[src/rtl/uart_tx_encoder.sv]
// Response framer: header, payload bytes MSB first, then an XOR checksum, one byte per UART TX handshake.
// The first uart_wvld comes two cycles after accept; each later byte waits for uart_busy to rise and fall.
module uart_tx_encoder #(
    parameter int UART_NUM_DATA = 8,
    parameter int CMDLENGTH     = 4,
    parameter int DATA_WIDTH    = 16
) (
    input  logic                     clk,
    input  logic                     nrst,
    input  logic                     sys_locked,
    input  logic                     send_req,
    input  logic [CMDLENGTH-1:0]     cmd_in,
    input  logic [DATA_WIDTH-1:0]    send_data,
    output logic                     send_ready,
    input  logic                     uart_busy,
    output logic [UART_NUM_DATA-1:0] uart_wdata,
    output logic                     uart_wvld,
    output logic                     frame_done
);

    localparam int NBYTES  = DATA_WIDTH / 8;
    localparam int CNT_W   = $clog2(NBYTES + 2);
    localparam int SHIFT_W = DATA_WIDTH + UART_NUM_DATA;

    localparam logic [CNT_W-1:0]         CNT_CSUM = CNT_W'(NBYTES + 1);
    localparam logic [CNT_W-1:0]         CNT_ONE  = CNT_W'(1);
    localparam logic [CMDLENGTH-1:0]     CMD_CB   = CMDLENGTH'(1);
    localparam logic [CMDLENGTH-1:0]     CMD_AD   = CMDLENGTH'(2);
    localparam logic [UART_NUM_DATA-1:0] HDR_CB   = UART_NUM_DATA'(8'hCB);
    localparam logic [UART_NUM_DATA-1:0] HDR_AD   = UART_NUM_DATA'(8'hAD);
    localparam logic [UART_NUM_DATA-1:0] HDR_ERR  = UART_NUM_DATA'(8'hEE);

    typedef enum logic [2:0] {
        IDLE    = 3'd0,
        SEND    = 3'd1,
        WAIT_HI = 3'd2,
        WAIT_LO = 3'd3,
        DONE    = 3'd4
    } state_t;

    state_t                   r_state;
    logic [SHIFT_W-1:0]       r_shift;
    logic [CNT_W-1:0]         r_cnt;
    logic [UART_NUM_DATA-1:0] r_csum;
    logic                     r_has_payload;
    logic                     r_send_ready;
    logic                     r_wvld;
    logic [UART_NUM_DATA-1:0] r_wdata;
    logic                     r_frame_done;

    logic [UART_NUM_DATA-1:0] w_hdr;
    logic                     w_hdr_payload;
    logic                     w_accept;
    logic                     w_last;
    logic [UART_NUM_DATA-1:0] w_cur_byte;
    logic [CNT_W-1:0]         w_cnt_next;

    always_comb begin
        w_hdr         = HDR_ERR;
        w_hdr_payload = 1'b0;
        if (cmd_in == CMD_CB) begin
            w_hdr         = HDR_CB;
            w_hdr_payload = 1'b1;
        end else if (cmd_in == CMD_AD) begin
            w_hdr         = HDR_AD;
            w_hdr_payload = 1'b1;
        end
    end

    // Code 0 is a no-op request: it is never accepted, so send_ready stays high.
    assign w_accept   = r_send_ready & sys_locked & send_req & (cmd_in != '0);
    assign w_last     = (r_cnt == CNT_CSUM);
    assign w_cur_byte = w_last ? r_csum : r_shift[SHIFT_W-1 -: UART_NUM_DATA];

    // Error frames skip straight from the header to the checksum; the counter saturates.
    always_comb begin
        w_cnt_next = r_cnt;
        if (!r_has_payload) begin
            w_cnt_next = CNT_CSUM;
        end else if (r_cnt != CNT_CSUM) begin
            w_cnt_next = r_cnt + CNT_ONE;
        end
    end

    always_ff @(posedge clk or negedge nrst) begin
        if (!nrst) begin
            r_state       <= IDLE;
            r_shift       <= '0;
            r_cnt         <= '0;
            r_csum        <= '0;
            r_has_payload <= 1'b0;
            r_send_ready  <= 1'b0;
            r_wvld        <= 1'b0;
            r_wdata       <= '0;
            r_frame_done  <= 1'b0;
        end else if (!sys_locked) begin
            r_state      <= IDLE;
            r_cnt        <= '0;
            r_csum       <= '0;
            r_send_ready <= 1'b0;
            r_wvld       <= 1'b0;
            r_frame_done <= 1'b0;
        end else begin
            r_wvld       <= 1'b0;
            r_frame_done <= 1'b0;
            case (r_state)
                IDLE: begin
                    r_send_ready <= 1'b1;
                    if (w_accept) begin
                        r_shift       <= {w_hdr, send_data};
                        r_has_payload <= w_hdr_payload;
                        r_cnt         <= '0;
                        r_csum        <= '0;
                        r_send_ready  <= 1'b0;
                        r_state       <= SEND;
                    end
                end
                SEND: begin
                    r_send_ready <= 1'b0;
                    if (!uart_busy) begin
                        r_wvld  <= 1'b1;
                        r_wdata <= w_cur_byte;
                        if (!w_last) begin
                            r_csum <= r_csum ^ w_cur_byte;
                        end
                        r_state <= WAIT_HI;
                    end
                end
                WAIT_HI: begin
                    r_send_ready <= 1'b0;
                    if (uart_busy) begin
                        r_state <= WAIT_LO;
                    end
                end
                WAIT_LO: begin
                    r_send_ready <= 1'b0;
                    if (!uart_busy) begin
                        if (w_last) begin
                            r_frame_done <= 1'b1;
                            r_state      <= DONE;
                        end else begin
                            r_shift <= {r_shift[SHIFT_W-UART_NUM_DATA-1:0], {UART_NUM_DATA{1'b0}}};
                            r_cnt   <= w_cnt_next;
                            r_state <= SEND;
                        end
                    end
                end
                DONE: begin
                    r_send_ready <= 1'b1;
                    r_state      <= IDLE;
                end
                default: begin
                    r_send_ready <= 1'b0;
                    r_state      <= IDLE;
                end
            endcase
        end
    end

    assign send_ready = r_send_ready;
    assign uart_wvld  = r_wvld;
    assign uart_wdata = r_wdata;
    assign frame_done = r_frame_done;

endmodule

[config.mk]
export PLATFORM = sky130hd
export DESIGN_NAME = uart_tx_encoder
export DESIGN_NICKNAME = d
export VERILOG_FILES = /design/src/rtl/uart_tx_encoder.sv
export SDC_FILE = /design/constraint.sdc
export NUM_CORES = 1
export LEC_CHECK = 0
export CAP_MARGIN = 20
export CORE_MARGIN = 2
export CORE_UTILIZATION = 35
export DETAILED_ROUTE_END_ITERATION = 8
export GPL_TIMING_DRIVEN = 0
export PLACE_DENSITY = 0.55
export SYNTH_ARGS = -nofsm -noshare
export SYNTH_HDL_FRONTEND = slang
export SYNTH_SLANG_ARGS = --single-unit
[constraint.sdc]
create_clock -name clk -period 1.6 [get_ports clk]
set_input_delay 0.32 -clock clk [delete_from_list [all_inputs] [get_ports clk]]
set_output_delay 0.32 -clock clk [all_outputs]
set_load 0.1 [all_outputs]
======== Word-level counts from Yosys, hierarchy flattened ========
Cells that the tools add are included.
operators by class
  shift operators ......................... 0
  order comparisons ....................... 0
  $mul .................................... 0
  add/sub/neg operators ................... 1
  equality and inequality tests ........... 20
  muxes and demuxes ....................... 38
  div/mod/pow operators ................... 0
  bitwise operators ....................... 5
  reductions and logical operators ........ 9
operators by type and width
  kind                                                                     count
  24-bit 2-to-1 mux                                                        3
  8-bit 2-to-1 mux                                                         6
  24-bit case mux with 2 select lines                                      1
  3-bit 2-to-1 mux                                                         6
  3-bit inequality test, second input constant                             6
  8-bit case mux with 2 select lines                                       1
  2-bit 2-to-1 mux                                                         6
  3-bit case mux with 4 select lines                                       1
  1-bit 2-to-1 mux                                                         11
  5-bit AND reduction                                                      2
  2-bit inequality test, second input constant                             4
  4-bit AND reduction                                                      2
  8-bit XOR                                                                1
  7-bit 2-to-1 mux                                                         1
  3-bit by 2-bit == test with 1-bit output, second input constant          2
  3-bit by 1-bit inequality test with 1-bit output, second input constant  2
  3-bit AND reduction                                                      2
  4-bit by 1-bit == test with 1-bit output, second input constant          1
  4-bit by 2-bit == test with 1-bit output, second input constant          1
  4-bit inequality test, second input constant                             1
  2-bit case mux with 2 select lines                                       1
  4-bit nonzero test                                                       1
  1-bit AND                                                                3
  3-bit by 1-bit == test with 1-bit output, second input constant          1
  7 further kinds                                                          7
storage, ports and cells
  output and inout port bits .............. 11
  flip-flop bits (word level) ............. 49
  memory bits (writable) .................. 0
  memories ................................ 0
  latch bits .............................. 0
  ROM bits ................................ 0
  input bits .............................. 25
  word-level logic and storage cells ...... 82

======== Longest topological paths before layout ========
  depth in word-level cells ............... 7
  mapped depth ............................ 8

======== Worst setup path before layout ========
OpenSTA, ideal clock, no wires.
  kind .................................... flip-flop to flip-flop
  from .................................... reg r_send_ready (netlist: send_ready)
  to ...................................... reg r_shift[10]
  slack ................................... -0.428 ns
  path buffers ............................ 1
  clock period less this slack ............ 2.028 ns
  data required time ...................... 1.475 ns
  cell stages (with the launch flop) ...... 5
  arrival time ............................ 1.902 ns
  path through ............................ dfrtp_1 nand4_4 a21oi_4 buf_6 mux2_4
between the ends
  word-level cells in the longest chain between the ends .. 5
ends and longest elaborated chain
  item                                    line  text
  start, declared                         46    logic r_send_ready;
  start signal, assigned                  92    r_send_ready <= 1'b0;
  start signal, assigned                  100   r_send_ready <= 1'b0;
  start signal, assigned                  108   r_send_ready <= 1'b1;
  1-bit AND (3 in series)                 71    assign w_accept = r_send_ready & sys_locked & send_req & (cmd_in != '0);
  2-bit inequality test (no source line)  --
  5-bit AND reduction (no source line)    --
  end signal, assigned                    110   r_shift <= {w_hdr, send_data};
  end signal, assigned                    142   r_shift <= {r_shift[SHIFT_W-UART_NUM_DATA-1:0], {UART_NUM_DATA{1'b0}}};
  end, declared                           42    logic [SHIFT_W-1:0] r_shift;
No other way between the ends.
A chain may end at the register's enable or synchronous reset.

======== Worst setup path in the final report ========
  from .................................... reg r_cnt[1]
  to ...................................... reg r_shift[20]
between the ends
  word-level cells in the longest chain between the ends .. 3
ends and longest elaborated chain
  item                                    line  text
  start, declared                         43    logic [CNT_W-1:0] r_cnt;
  start signal, assigned                  143   r_cnt <= w_cnt_next;
  2-bit == test                           72    assign w_last = (r_cnt == CNT_CSUM);
  2-bit inequality test (no source line)  --
  5-bit AND reduction (no source line)    --
No other way between the ends.

==> tab_implementation.tex <==
\begin{tabular}{lr}
\hline
Metric & Value \\
\hline
\multicolumn{2}{l}{\textbf{Run status}} \\
Result of the run & finished, violations left \\
Violated checks & setup timing \\
\multicolumn{2}{l}{\textbf{Floorplan}} \\
Initial core utilization & 36.6\% \\
Core Box Area & approximately 0.0069 mm² \\
Vert. Die Dim & 88.8 µm \\
Full die area & 0.00788 mm² \\
Die span in x & 88.8 µm \\
Cell row count & 30 \\
Ports placed on the boundary & 36 \\
\multicolumn{2}{l}{\textbf{Logic synthesis}} \\
Number of synthesis warnings & 0 \\
Cell count after synthesis & 251 \\
Post-Syn Area & 0.00251 mm² \\
Post-Synthesis Net Count & around 280 \\
Post-Syn Area per Cell & 10.0 µm² \\
Share of synthesized area occupied by flip-flops and latches & 48.8\% \\
Number of synthesized register bits & 49 \\
Count of distinct cell types in the synthesized netlist & 38 \\
\multicolumn{2}{l}{\textbf{Timing}} \\
Final sum of negative setup slack & -1.03 ns \\
Maximum clock frequency & slightly below 0.6 GHz \\
Fin. Hold Viols & 0 \\
Worst Skew & 0.00485 ns \\
Setup repair after global routing missed its margin & true \\
Max-slew violations & 0 \\
Final period utilization & 105\% \\
Final-report setup violation count & 20 \\
Min setup slack post-route & -0.0777 ns \\
Worst hold slack after final layout & 0.480 ns \\
Final critical-path required period & roughly 1.7 ns \\
Slew of the pin with the lowest slew margin & 0.544 ns \\
Slew headroom & 63.9\% \\
\multicolumn{2}{l}{\textbf{Job}} \\
\# Max-Cap Violations & 0 \\
\multicolumn{2}{l}{\textbf{Final layout}} \\
Share of final-layout standard cells stronger than drive strength 1 & 25.0\% \\
Fill cell total of the finished layout & 650 \\
Nets@finish & 337 \\
Diode insertion count for antenna repair & 0 \\
Area occupied by multi-input gates & $\sim$0.0012 mm² \\
Cell Count, Final, Fillers Out & $\sim$410 \\
Post-synthesis to final-layout area growth & 34.3\% \\
Seq. cell area & 0.00123 mm² \\
\multicolumn{2}{l}{\textbf{Global routing}} \\
Congestion Overflow GR & 0 \\
Global-route wire length before repair & roughly 9200 µm \\
Initial antenna violation count & 0 \\
Number of global-route vias before repair & 1848 \\
Maximum number of pins on one net before global-route repair & 32 \\
All-layer global routing usage & between 10\% and 20\% \\
\multicolumn{2}{l}{\textbf{Setup path}} \\
Data required time at the worst endpoint & 1.79 ns \\
Maximum net fanout on the critical path & 5 \\
Startpoint type of the worst setup path & register \\
Worst reg2reg setup slack & -0.08 ns \\
Arrival @ worst endpoint & 1.87 ns \\
Element type at the critical path end & register \\
Start-to-end type of the worst setup path & reg -> reg \\
\multicolumn{2}{l}{\textbf{Detailed routing}} \\
Sum of routed wire length over all layers & around 5500 µm \\
DRC Markers & 0 \\
Detailed router's first-iteration violation count & between 100 and 150 \\
Via/cell ratio & around 4.8 \\
Average wire per standard cell & 13.5 µm \\
Number of vias after detailed routing & 1962 \\
1st-pass router iterations & 4 \\
Detail Route Antenna Nets & 0 \\
\multicolumn{2}{l}{\textbf{Power and ir drop}} \\
Power after layout & 0.00374 W \\
Power density over the cells & around 1100 mW/mm² \\
Pleak & $\sim$1.5 nW \\
Peak supply drop & 0.455 mV \\
\multicolumn{2}{l}{\textbf{Placed design}} \\
Post-DP HPWL & $\sim$3700 µm \\
Port Buffer Count & 35 \\
Routability cong. & 0.714 \\
Placed instance count & 383 \\
\multicolumn{2}{l}{\textbf{CTS}} \\
Clock tree root driver cell & clkbuf\_8 \\
Num CTS Buffers & 5 \\
Clock network latency to the later pin of the worst-skew pair & 0.30 ns \\
Clock transition at the registers of the reported paths & 0.09 ns \\
Maximum root-to-sink buffer count & 2 \\
CTS tree & yes \\
Number of H-tree levels & 2 \\
Clock sink count & 49 \\
\multicolumn{2}{l}{\textbf{Hold path}} \\
Worst Hold Class & reg -> reg \\
\hline
\end{tabular}
## critical path, cell delays in order (launching register included)
cell and delay, ns:
dfrtp_1 0.40, ha_2 0.19, nand4bb_4 0.24, a21oi_4 0.27, buf_8 0.17, mux2_4 0.29
## layout make-up
class / count / share of cell area (%)
Buffer: 12 / 3.15
Clock buffer: 6 / 2.15
Clock inverter: 2 / 0.296
Inverter: 17 / 1.89
Multi-Input combinational cell: 170 / 36.2
Sequential cell: 49 / 36.4
Tap cell: 96 / 3.56
Timing Repair Buffer: 56 / 16.3
## placed cells by master (no fill, tap or decap), drive strengths merged, types with 3 or more instances in the layout
cell	n
dfrtp	49
o21ai	34
nand2	31
buf	29
mux2i	23
inv	17
clkdlybuf4s50	17
a21oi	13
clkdlybuf4s15	11
mux2	11
clkbuf	11
nor2	10
nand2b	6
dlygate4sd2	5
nor3b	4
a2bb2oi	4
nor3	4
nor2b	3
a31oi	3
or3b	3
## metal layers
| metal | wire (µm) | GRT usage, % | vias up | part of all wire (%) |
|---|---|---|---|---|
| met2 | 2580 | 24.2 | 44 | 47 |
| li1 | - | - | 984 | - |
| met3 | 207 | 2.99 | 5 | 3.8 |
| met4 | 57 | 4.96 | 0 | 1.0 |
| met5 | 0 | 0 | - | 0 |
| met1 | 2640 | 21.1 | 929 | 48 |
## flip-flops by register name, indices dropped and copies added, names as in the netlist
signal	cells
r_state	3
r_csum	8
r_has_payload	1
send_ready	1
frame_done	1
uart_wvld	1
r_shift	24
r_cnt	2
uart_wdata	8
## cell usage after synthesis
| master | instances | area (µm²) |
|---|---|---|
| a21oi_1 | 12 | 60.1 |
| a21oi_4 | 1 | 16.3 |
| a2bb2oi_1 | 4 | 35.0 |
| a31oi_1 | 3 | 18.8 |
| buf_2 | 6 | 30.0 |
| buf_4 | 1 | 7.51 |
| buf_6 | 1 | 11.3 |
| clkbuf_1 | 7 | 26.3 |
| dfrtp_1 | 49 | 1230 |
| ha_1 | 1 | 12.5 |
| inv_1 | 17 | 63.8 |
| mux2_2 | 6 | 67.6 |
| mux2_4 | 5 | 75.1 |
| mux2i_1 | 23 | 230 |
| nand2_1 | 31 | 116 |
| nand2b_1 | 6 | 37.5 |
| nand3_1 | 1 | 5.00 |
| nand3b_1 | 1 | 7.51 |
| nand4_4 | 1 | 21.3 |
| nand4b_1 | 2 | 17.5 |
| nand4bb_1 | 2 | 22.5 |
| nor2_1 | 10 | 37.5 |
| nor2b_1 | 3 | 18.8 |
| nor3_1 | 4 | 20.0 |
| nor3b_1 | 4 | 30.0 |
| nor4_1 | 2 | 12.5 |
| o211ai_1 | 2 | 15.0 |
| o21a_1 | 1 | 7.51 |
| o21ai_0 | 30 | 150 |
| o21ai_1 | 4 | 20.0 |
| o21bai_1 | 1 | 7.51 |
| o22a_1 | 1 | 8.76 |
| o311a_1 | 1 | 10.0 |
| o31ai_1 | 1 | 7.51 |
| or2_1 | 1 | 6.26 |
| or3b_2 | 3 | 26.3 |
| or4_4 | 1 | 11.3 |
| xnor2_1 | 2 | 17.5 |
## final timing paths
| path | startpoint | end | cells after the start |
|---|---|---|---|
| hold reg to reg | uart_wdata[0]$_DFFE_PN0P_ | uart_wdata[0]$_DFFE_PN0P_ | 2 |
| min in group asynchronous | nrst | uart_wdata[1]$_DFFE_PN0P_ | 2 |
| setup reg to reg | r_cnt[1]$_DFFE_PN0P_ | r_shift[20]$_DFFE_PN0P_ | 5 |
| hold / removal | uart_wdata[0]$_DFFE_PN0P_ | uart_wdata[0]$_DFFE_PN0P_ | 2 |
| setup / recovery | r_cnt[1]$_DFFE_PN0P_ | r_shift[20]$_DFFE_PN0P_ | 5 |
| max in group asynchronous | nrst | r_state[2]$_DFFE_PN0P_ | 3 |
## per-stage QoR
stage               area (µm²)  setup slack (ns)  utilization [%]
finish                    3380           -0.0777             49.2
global route              3380            -0.143             49.2
CTS                       3290           -0.0658             47.9
detailed placement        3040            -0.625             44.2
global placement          3020             -1.68             44.0
floorplan                 2550           -0.0403                -
## logic make-up (layout without fill, tap and decap cells)
kind of cell | after synthesis | count (layout) | share of synthesized area [%]
simple gates | 72 | 72 | 15.5
compound gates | 61 | 61 | 14.2
flops | 49 | 49 | 48.8
mux | 34 | 34 | 14.8
buf+inv | 32 | 93 | 5.52
xor+xnor | 2 | 2 | 0.697
fa+ha+maj | 1 | 1 | 0.497
## power breakdown
| part | total (W) | leakage, nW | internal [W] | switching, W |
|---|---|---|---|---|
| Clock | 0.000712 | 0.0450 | 0.000304 | 0.000408 |
| Sequential | 0.00163 | 0.598 | 0.00150 | 0.000125 |
| Combinational | 0.00140 | 0.854 | 0.000470 | 0.000926 |
## repair_timing
action	4_1_cts	5_1_grt
hold buffers	1	0
cloned	1	1
pin swaps	6	5
endpoints found under the setup margin	55	44
buffers inserted	11	7
hold endpoints to repair	18	0
resized for setup	62	18
Power figures use the tool's default switching activity.
